==> src/rtl/mac_tx_frame_builder_if.sv <==
// Upstream payload stream and downstream frame stream of the MAC TX frame builder.
// The builder attaches through the slave modport; the payload source/frame sink uses master.
interface mac_tx_frame_builder_if;
   logic [7:0]  up_tdata_in;
   logic        up_tvalid_in;
   logic        up_tready_out;
   logic        up_tlast_in;
   logic [1:0]  up_ttype_in;
   logic [47:0] up_dst_mac_in;
   logic [7:0]  mac_tdata_out;
   logic        mac_tvalid_out;
   logic        mac_tready_in;
   logic        mac_tlast_out;
   logic        frame_err_out;

   modport slave (
      input  up_tdata_in, up_tvalid_in, up_tlast_in, up_ttype_in, up_dst_mac_in, mac_tready_in,
      output up_tready_out, mac_tdata_out, mac_tvalid_out, mac_tlast_out, frame_err_out
   );

   modport master (
      output up_tdata_in, up_tvalid_in, up_tlast_in, up_ttype_in, up_dst_mac_in, mac_tready_in,
      input  up_tready_out, mac_tdata_out, mac_tvalid_out, mac_tlast_out, frame_err_out
   );
endinterface

==> src/rtl/mac_tx_frame_builder.sv <==
// Builds Ethernet frames (dst MAC, src MAC, ethertype, payload, zero pad to 46 bytes)
// from an upstream byte stream; FCS is appended further down the transmit path.
module mac_tx_frame_builder #(
   parameter logic [47:0] LOCAL_MAC   = 48'hABCD_1234_5678,
   parameter int unsigned MAX_PAYLOAD = 1500
) (
   input logic                   logic_clk,
   input logic                   logic_rst,
   mac_tx_frame_builder_if.slave bus
);

   localparam int unsigned MIN_PAYLOAD = 46;

   typedef enum logic [2:0] {StIdle, StHeader, StPayload, StPad, StDrop} state_e;

   state_e      state_q;
   logic [3:0]  hdr_idx_q;
   logic [10:0] cnt_q;
   logic [47:0] dst_mac_q;
   logic [15:0] eth_type_q;
   logic        frame_err_q;

   logic [15:0]  eth_type_sel;
   logic [111:0] hdr_bits;
   logic [3:0]   hdr_rev;
   logic [7:0]   hdr_byte;
   logic         pay_last;
   logic         pay_max;
   logic         pay_acc;

   always_comb begin
      unique case (bus.up_ttype_in)
         2'b00:   eth_type_sel = 16'h0800;
         2'b01:   eth_type_sel = 16'h0806;
         2'b10:   eth_type_sel = 16'h86DD;
         default: eth_type_sel = 16'h0000;
      endcase
   end

   // Header is read MSB-first out of one flat vector, indexed by byte position.
   assign hdr_bits = {dst_mac_q, LOCAL_MAC, eth_type_q};
   assign hdr_rev  = 4'd13 - hdr_idx_q;
   assign hdr_byte = hdr_bits[{hdr_rev, 3'b000} +: 8];

   // cnt_q holds bytes already accepted, so the byte on the bus is number cnt_q + 1.
   assign pay_last = bus.up_tlast_in && (cnt_q >= 11'(MIN_PAYLOAD - 1));
   assign pay_max  = (cnt_q == 11'(MAX_PAYLOAD - 1));
   assign pay_acc  = bus.up_tvalid_in && bus.mac_tready_in;

   always_comb begin
      bus.mac_tdata_out  = 8'h00;
      bus.mac_tvalid_out = 1'b0;
      bus.mac_tlast_out  = 1'b0;
      bus.up_tready_out  = 1'b0;
      unique case (state_q)
         StHeader: begin
            bus.mac_tvalid_out = 1'b1;
            bus.mac_tdata_out  = hdr_byte;
         end
         StPayload: begin
            bus.mac_tdata_out  = bus.up_tdata_in;
            bus.mac_tvalid_out = bus.up_tvalid_in;
            bus.up_tready_out  = bus.mac_tready_in;
            bus.mac_tlast_out  = bus.up_tvalid_in && (pay_last || pay_max);
         end
         StPad: begin
            bus.mac_tvalid_out = 1'b1;
            bus.mac_tlast_out  = (cnt_q == 11'(MIN_PAYLOAD - 1));
         end
         StDrop:  bus.up_tready_out = 1'b1;
         default: ;
      endcase
   end

   assign bus.frame_err_out = frame_err_q;

   always_ff @(posedge logic_clk or negedge logic_rst) begin
      if (!logic_rst) begin
         state_q     <= StIdle;
         hdr_idx_q   <= 4'd0;
         cnt_q       <= 11'd0;
         dst_mac_q   <= 48'd0;
         eth_type_q  <= 16'd0;
         frame_err_q <= 1'b0;
      end else begin
         frame_err_q <= 1'b0;
         unique case (state_q)
            StIdle: begin
               // First payload byte stays on the bus; only its sideband is captured here.
               if (bus.up_tvalid_in) begin
                  dst_mac_q  <= bus.up_dst_mac_in;
                  eth_type_q <= eth_type_sel;
                  hdr_idx_q  <= 4'd0;
                  cnt_q      <= 11'd0;
                  if (bus.up_ttype_in == 2'b11) begin
                     state_q     <= StDrop;
                     frame_err_q <= 1'b1;
                  end else begin
                     state_q <= StHeader;
                  end
               end
            end
            StHeader: begin
               if (bus.mac_tready_in) begin
                  if (hdr_idx_q == 4'd13) state_q <= StPayload;
                  else hdr_idx_q <= hdr_idx_q + 4'd1;
               end
            end
            StPayload: begin
               if (pay_acc) begin
                  cnt_q <= cnt_q + 11'd1;
                  if (bus.up_tlast_in) begin
                     state_q <= pay_last ? StIdle : StPad;
                  end else if (pay_max) begin
                     state_q     <= StDrop;
                     frame_err_q <= 1'b1;
                  end
               end
            end
            StPad: begin
               if (bus.mac_tready_in) begin
                  cnt_q <= cnt_q + 11'd1;
                  if (cnt_q == 11'(MIN_PAYLOAD - 1)) state_q <= StIdle;
               end
            end
            StDrop: begin
               if (bus.up_tvalid_in && bus.up_tlast_in) state_q <= StIdle;
            end
            default: state_q <= StIdle;
         endcase
      end
   end

endmodule

==> src/flat_wrapper.sv <==
// flat-port wrapper written by rule: the top's interface ports become plain ports
module mac_tx_frame_builder_flat 
#(
   parameter logic [47:0] LOCAL_MAC   = 48'hABCD_1234_5678,
   parameter int unsigned MAX_PAYLOAD = 1500
)
  (logic_clk, logic_rst, bus_up_tdata_in, bus_up_tvalid_in, bus_up_tlast_in, bus_up_ttype_in, bus_up_dst_mac_in, bus_mac_tready_in, bus_up_tready_out, bus_mac_tdata_out, bus_mac_tvalid_out, bus_mac_tlast_out, bus_frame_err_out);
  mac_tx_frame_builder_if bus_i ();
  input logic logic_clk;
  input logic logic_rst;
  input wire logic [$bits(bus_i.up_tdata_in)-1:0] bus_up_tdata_in;
  input wire logic [$bits(bus_i.up_tvalid_in)-1:0] bus_up_tvalid_in;
  input wire logic [$bits(bus_i.up_tlast_in)-1:0] bus_up_tlast_in;
  input wire logic [$bits(bus_i.up_ttype_in)-1:0] bus_up_ttype_in;
  input wire logic [$bits(bus_i.up_dst_mac_in)-1:0] bus_up_dst_mac_in;
  input wire logic [$bits(bus_i.mac_tready_in)-1:0] bus_mac_tready_in;
  output wire logic [$bits(bus_i.up_tready_out)-1:0] bus_up_tready_out;
  output wire logic [$bits(bus_i.mac_tdata_out)-1:0] bus_mac_tdata_out;
  output wire logic [$bits(bus_i.mac_tvalid_out)-1:0] bus_mac_tvalid_out;
  output wire logic [$bits(bus_i.mac_tlast_out)-1:0] bus_mac_tlast_out;
  output wire logic [$bits(bus_i.frame_err_out)-1:0] bus_frame_err_out;
  assign bus_i.up_tdata_in = bus_up_tdata_in;
  assign bus_i.up_tvalid_in = bus_up_tvalid_in;
  assign bus_i.up_tlast_in = bus_up_tlast_in;
  assign bus_i.up_ttype_in = bus_up_ttype_in;
  assign bus_i.up_dst_mac_in = bus_up_dst_mac_in;
  assign bus_i.mac_tready_in = bus_mac_tready_in;
  assign bus_up_tready_out = bus_i.up_tready_out;
  assign bus_mac_tdata_out = bus_i.mac_tdata_out;
  assign bus_mac_tvalid_out = bus_i.mac_tvalid_out;
  assign bus_mac_tlast_out = bus_i.mac_tlast_out;
  assign bus_frame_err_out = bus_i.frame_err_out;
  mac_tx_frame_builder #(.LOCAL_MAC(LOCAL_MAC), .MAX_PAYLOAD(MAX_PAYLOAD)) u_core (.logic_clk(logic_clk), .logic_rst(logic_rst), .bus(bus_i));
endmodule
==> config.mk <==
export PLATFORM = sky130hd
export DESIGN_NAME = mac_tx_frame_builder_flat
export DESIGN_NICKNAME = d
export VERILOG_FILES = /design/src/rtl/mac_tx_frame_builder_if.sv /design/src/rtl/mac_tx_frame_builder.sv /design/src/flat_wrapper.sv
export SDC_FILE = /design/constraint.sdc
export NUM_CORES = 1
export LEC_CHECK = 0
export ABC_AREA = 1
export CORE_MARGIN = 4
export CORE_UTILIZATION = 49
export CTS_BUF_LIST = sky130_fd_sc_hd__clkbuf_4 sky130_fd_sc_hd__clkbuf_8
export CTS_CLUSTER_DIAMETER = 200
export DETAILED_ROUTE_END_ITERATION = 10
export PLACE_DENSITY = 0.83
export SLEW_MARGIN = 20
export SYNTH_ARGS = -nofsm -noshare
export SYNTH_HDL_FRONTEND = slang
export SYNTH_SLANG_ARGS = --single-unit
==> constraint.sdc <==
create_clock -name logic_clk -period 3.75 [get_ports logic_clk]
set_clock_uncertainty 0.15 [all_clocks]
set_input_delay 1.125 -clock logic_clk [delete_from_list [all_inputs] [get_ports logic_clk]]
set_output_delay 1.125 -clock logic_clk [all_outputs]
set_load 0.01 [all_outputs]
# ---- Word level (Yosys, flattened, before mapping)
# Cells that the tools add are included.
dict set report totals {
  reg_bits 83
  in_bits 63
  out_inout_bits 12
  wordCells 75
}
dict set report op_classes {
  n_addsub 3
  magnitude_cmp 1
  n_eq_ne 19
  n_shift 1
  muxes 31
  reduce_logical 14
}
# op n
set op_table {}
lappend op_table {{$shiftx A112 B8 Y8} 1}
lappend op_table {{$pmux W16 S3} 1}
lappend op_table {{$mux W11} 3}
lappend op_table {{$pmux W11 S3} 1}
lappend op_table {{$mux W3} 10}
lappend op_table {{$pmux W8 S2} 1}
lappend op_table {{$pmux W3 S5} 1}
lappend op_table {{$mux W4} 3}
lappend op_table {{$add A11 B1 Y11 const B} 1}
lappend op_table {{$eq A11 B11 Y1 const B} 1}
lappend op_table {{$eq A11 B6 Y1 const B} 1}
lappend op_table {{$ge A11 B6 Y1 const B} 1}
lappend op_table {{$ne A2 B1 Y1 const B} 4}
lappend op_table {{$ne A2 B2 Y1 const B} 4}
lappend op_table {{$pmux W1 S2} 4}
lappend op_table {{$pmux W4 S2} 1}
lappend op_table {{$reduce_and A4 Y1} 2}
lappend op_table {{$reduce_and A8 Y1} 1}
lappend op_table {{$eq A3 B2 Y1 const B} 2}
lappend op_table {{$mux W1} 5}
lappend op_table {{$add A4 B1 Y4 const B} 1}
lappend op_table {{$eq A2 B2 Y1 const B} 2}
lappend op_table {{$eq A4 B4 Y1 const B} 1}
lappend op_table {{$logic_and A1 B1 Y1} 4}
lappend op_table {{13 further kinds} 13}

# ---- Longest topological paths before layout
dict set report depth {
  ltp_word 6
  ltp_mapped 12
}

# ---- Least setup slack after synthesis
# OpenSTA, ideal clock, no wires.
dict set report synth_path {
  path_kind {register to output}
  startpoint {register u_core.hdr_idx_q[1]}
  endpoint {output port bus_mac_tdata_out[1]}
  arrival_time_ns 1.788
  required_ns 2.475
  setup_slack_ns 0.687
  path_stages_with_launch 12
  path_buffers 1
  cell_sequence {dfrtp_1 > inv_2 > ha_1 > buf_2 > inv_1 > nor2_1 > clkinv_1 > nor2_1 > o21ai_0 > nand3_1 > nand3_1 > nand2_1}
}
dict set report synth_via {
  elab_chain_len 3
}
# item line
set synth_lines {}
lappend synth_lines {{from (decl)} mac_tx_frame_builder.sv:17} ;# logic [3:0] hdr_idx_q;
lappend synth_lines {{from (signal assigned)} mac_tx_frame_builder.sv:106} ;# else hdr_idx_q <= hdr_idx_q + 4'd1;
lappend synth_lines {{$sub A4 B4 Y4} mac_tx_frame_builder.sv:42} ;# assign hdr_rev = 4'd13 - hdr_idx_q;
lappend synth_lines {{$shiftx A112 B8 Y8} mac_tx_frame_builder.sv:43} ;# assign hdr_byte = hdr_bits[{hdr_rev, 3'b000} +: 8];
lappend synth_lines {{$pmux W8 S2} mac_tx_frame_builder.sv:55} ;# unique case (state_q)
lappend synth_lines {{to (decl)} flat_wrapper.sv:18} ;# output wire logic [$bits(bus_i.mac_tdata_out)-1:0] bus_mac_tdata_out;
# Every way passes these cells.

# ---- Final worst setup path
dict set report layout_path {
  startpoint {input port bus_up_tvalid_in}
  endpoint {output port bus_mac_tlast_out}
}
dict set report layout_via {
  elab_chain_len 2
}
# item line
set layout_lines {}
lappend layout_lines {{from (decl)} flat_wrapper.sv:12} ;# input wire logic [$bits(bus_i.up_tvalid_in)-1:0] bus_up_tvalid_in;
lappend layout_lines {{$logic_and A1 B1 Y1} mac_tx_frame_builder.sv:64} ;# bus.mac_tlast_out = bus.up_tvalid_in && (pay_last || pay_max);
lappend layout_lines {{$pmux W1 S2} mac_tx_frame_builder.sv:55}
lappend layout_lines {{to (decl)} flat_wrapper.sv:20} ;# output wire logic [$bits(bus_i.mac_tlast_out)-1:0] bus_mac_tlast_out;
# Every way passes these cells.

==> key figures <==
Status
  • Status: finished, final reports clean

Placed design
  • Dpl hpwl: 8007 um
  • I/O Buffers: 74
  • Placed cells: 773
  • GP Congestion: 0.9197
  • Place WS: 0.03357 ns
  • DP Area: 5005 um^2

Synth
  • Seq/Total Area, Yosys: 42.95%
  • Number of synthesized flops with an enable pin: 0
  • Net count after synthesis: 678
  • Yosys reg bits: 71
  • Synthesized area per cell: 6.883 um^2
  • Synth unique cells: 31
  • Yosys warnings: 0
  • Top FF cell, synth: dfrtp_1
  • Async set-reset flop share out of synthesis: 100.0%
  • Syn Inst Count: 601
  • Syn Std Cell Area: 4136 um^2

Clock tree
  • CTS tree: built
  • Clk root buf: clkbuf_8
  • H-tree levels: 3
  • CTS Buffer Depth: 2
  • Total CTS buffers: 9
  • Clock-pin slew on the worst setup and hold paths: 0.07 ns
  • Sink Count: 71
  • Post-cts hold buffer count: 0
  • Skew-Pair Late Insertion Delay: 0.36 ns

STA
  • Slew margin rel.: 64.01%
  • Final worst-path cycle share: 99.40%
  • Fmax: 268.3 MHz
  • Least-Margin Pin Slew: 0.5399 ns
  • Final setup violation count: 0
  • Hold_ws: 0.3303 ns
  • Final worst slack: 0.02264 ns
  • Period minus WS final: 3.727 ns
  • Fin. Hold Viols: 0
  • Setup repair after global routing missed its margin: false
  • Fin Setup TNS: 0 ns
  • Fin. max-slew vios: 0

Setup path
  • Crit path arrival time: 2.45 ns
  • Critical path class: input port to output pin
  • Critical path endpoint: bus_mac_tlast_out
  • Reg2reg start: u_core.state_q[2]
  • Cell breakdown of the critical path: clkdlybuf4s50_1, inv_1, nor2_1, nand2_1, nand2_1, clkdlybuf4s50_1
  • CP max FO: 3
  • Reg2Reg Depth: 6
  • Critical path startpoint category: input port
  • Flop2flop setup slack: 1.63 ns
  • Worst EP required: 2.47 ns
  • Setup crit end kind: output pin
  • CP startpoint: bus_up_tvalid_in
  • CP max stage cell: clkdlybuf4s50_1
  • Largest stage delay, worst path: 0.53 ns
  • Worst r2r dst: u_core.bus.frame_err_out

Floorplan
  • Rows: 33
  • Full die area: 9976 um^2
  • Die Height: 99.88 um
  • Total I/O pin count: 75
  • Die Width: 99.88 um
  • Initial Util: 50.34%
  • Core ar.: 8217 um^2

Routing
  • DRT iter0 DRCs: 314
  • Routed len/inst: 14.06 um
  • Vias post-DR: 4,128
  • Pre-Repair DR Iteration Count: 5
  • Via density per instance: 5.192
  • Routed Wire Length: 11,180 um
  • Post-detailed-route count of antenna-violating nets: 0
  • # DRC: 0

Global route
  • Largest net degree at the start of global routing: 53
  • Gr usage total: 22.95%
  • Vias in the first global route: 4,030
  • GRT overflow: 0
  • Antenna violations before repair: 0
  • First-pass GRT wire length: 18,290 um

Layout
  • Final #Nets: 762
  • Fin cells: 795
  • Final non-filler cell area: 5290 um^2
  • Antenna diode count: 0
  • Layout cell share with drive strength beyond 1: 8.986%
  • Final Util: 64.38%
  • Layout area overhead: 27.89%

Min path
  • Tightest Hold Check Type: flop to flop

Flow run
  • Max-cap violations: 0

Power and ir drop
  • PwrDens: 671.5 nW/um^2
  • Total Power: 3.552 mW
  • Worst IR drop on VDD: 0.3984 mV
  • P_leak: 2.857 nW
==> placed cells by master (no fill, tap or decap), types with 3 or more instances in the layout <==
| cell type | netlist | routed |
|---|---|---|
| nand2_1 | 286 | 285 |
| dfrtp_1 | 71 | 70 |
| clkdlybuf4s50_1 | 0 | 65 |
| nor2_1 | 64 | 63 |
| inv_1 | 33 | 31 |
| nand3_1 | 30 | 30 |
| o21ai_0 | 20 | 20 |
| buf_4 | 2 | 20 |
| ha_1 | 14 | 14 |
| a21oi_1 | 12 | 10 |
| clkbuf_8 | 0 | 10 |
| nand4_1 | 9 | 9 |
| o21ai_1 | 8 | 8 |
| inv_2 | 4 | 6 |
| dlymetal6s2s_1 | 0 | 6 |
| clkinv_2 | 0 | 4 |
| clkinvlp_4 | 0 | 3 |
| xor2_1 | 3 | 3 |
| nor3_2 | 3 | 3 |
| nand2_2 | 3 | 3 |
| o211ai_1 | 3 | 3 |
==> power by group <==
part	internal (mW)	switching, mW	leakage [nW]	total (mW)
clock	0.322	0.298	0.0981	0.619
combinational	0.629	1.03	1.86	1.66
sequential	1.06	0.210	0.904	1.27
==> what timing repair did <==
action / CTS / global route
setup endpoints to repair: 8 / 6
setup buffers: 1 / 3
cloned: 1 / 1
gates resized for setup: 8 / 12
==> area by class of cell <==
| type | count | area, um^2 |
|---|---|---|
| flip-flops and latches | 71 | 1778 |
| well taps | 105 | 131.4 |
| repair buffers | 94 | 898.4 |
| clock inverters | 6 | 60.06 |
| inverters | 39 | 151.4 |
| multi-input cells | 468 | 2125 |
| fillers | 721 | 2927 |
| clock buffers | 10 | 137.6 |
| repair inverters | 2 | 8.758 |
==> routing by layer <==
layer	GRT usage [%]	share of wire [%]	vias to the layer above
met5	0	0	-
met4	8.508	2.3	0
met3	5.281	6.2	29
met2	38.17	50	147
met1	29.21	42	1909
li1	-	-	2043
==> synthesized netlist by cell type, types with 4 or more instances <==
cell type	count	area, um^2
nand4_1	9	56.30
nand3_1	30	150.1
nand2_1	286	1074
a21oi_1	12	60.06
dfrtp_1	71	1777
o21ai_0	20	100.1
o21ai_1	8	40.04
inv_2	4	15.01
ha_1	14	175.2
nor2_1	64	240.2
inv_1	33	123.9
buf_2	13	65.06
clkbuf_1	6	22.52
==> registers in the layout, indices dropped and copies added, names as in the netlist <==
| name | cells |
|---|---|
| u_core.eth_type_q | 4 |
| u_core.cnt_q | 11 |
| u_core.hdr_idx_q | 4 |
| u_core.state_q | 3 |
| u_core.bus.frame_err_out | 1 |
| u_core.dst_mac_q | 48 |
==> cell families after synthesis <==
group | share of synthesized area (%)
AO/OA/AOI/OAI | 6.443
XOR/XNOR | 0.8471
adder cells (fa/ha/maj) | 4.235
buffers and inverters | 6.412
flip-flops | 42.95
AND/OR/NAND/NOR | 39.11
==> worst max-delay path: cells and delay by family <==
family / cells / cell delay (ns)
simple gates: 3 / 0.23
buf+inv: 3 / 1.10
==> how the worst min path moves through the flow <==
stage	from	cells after the start	to	slack [ns]
finish	u_core.dst_mac_q[33]	2	u_core.dst_mac_q[33]	0.33
global route	u_core.dst_mac_q[19]	2	u_core.dst_mac_q[19]	0.36
CTS	u_core.dst_mac_q[40]	2	u_core.dst_mac_q[40]	0.33
detailed placement	u_core.dst_mac_q[11]	2	u_core.dst_mac_q[11]	0.31
global placement	u_core.dst_mac_q[40]	2	u_core.dst_mac_q[40]	0.31
floorplan	u_core.dst_mac_q[10]	2	u_core.dst_mac_q[10]	0.29
(Power assumes the default switching activity.)
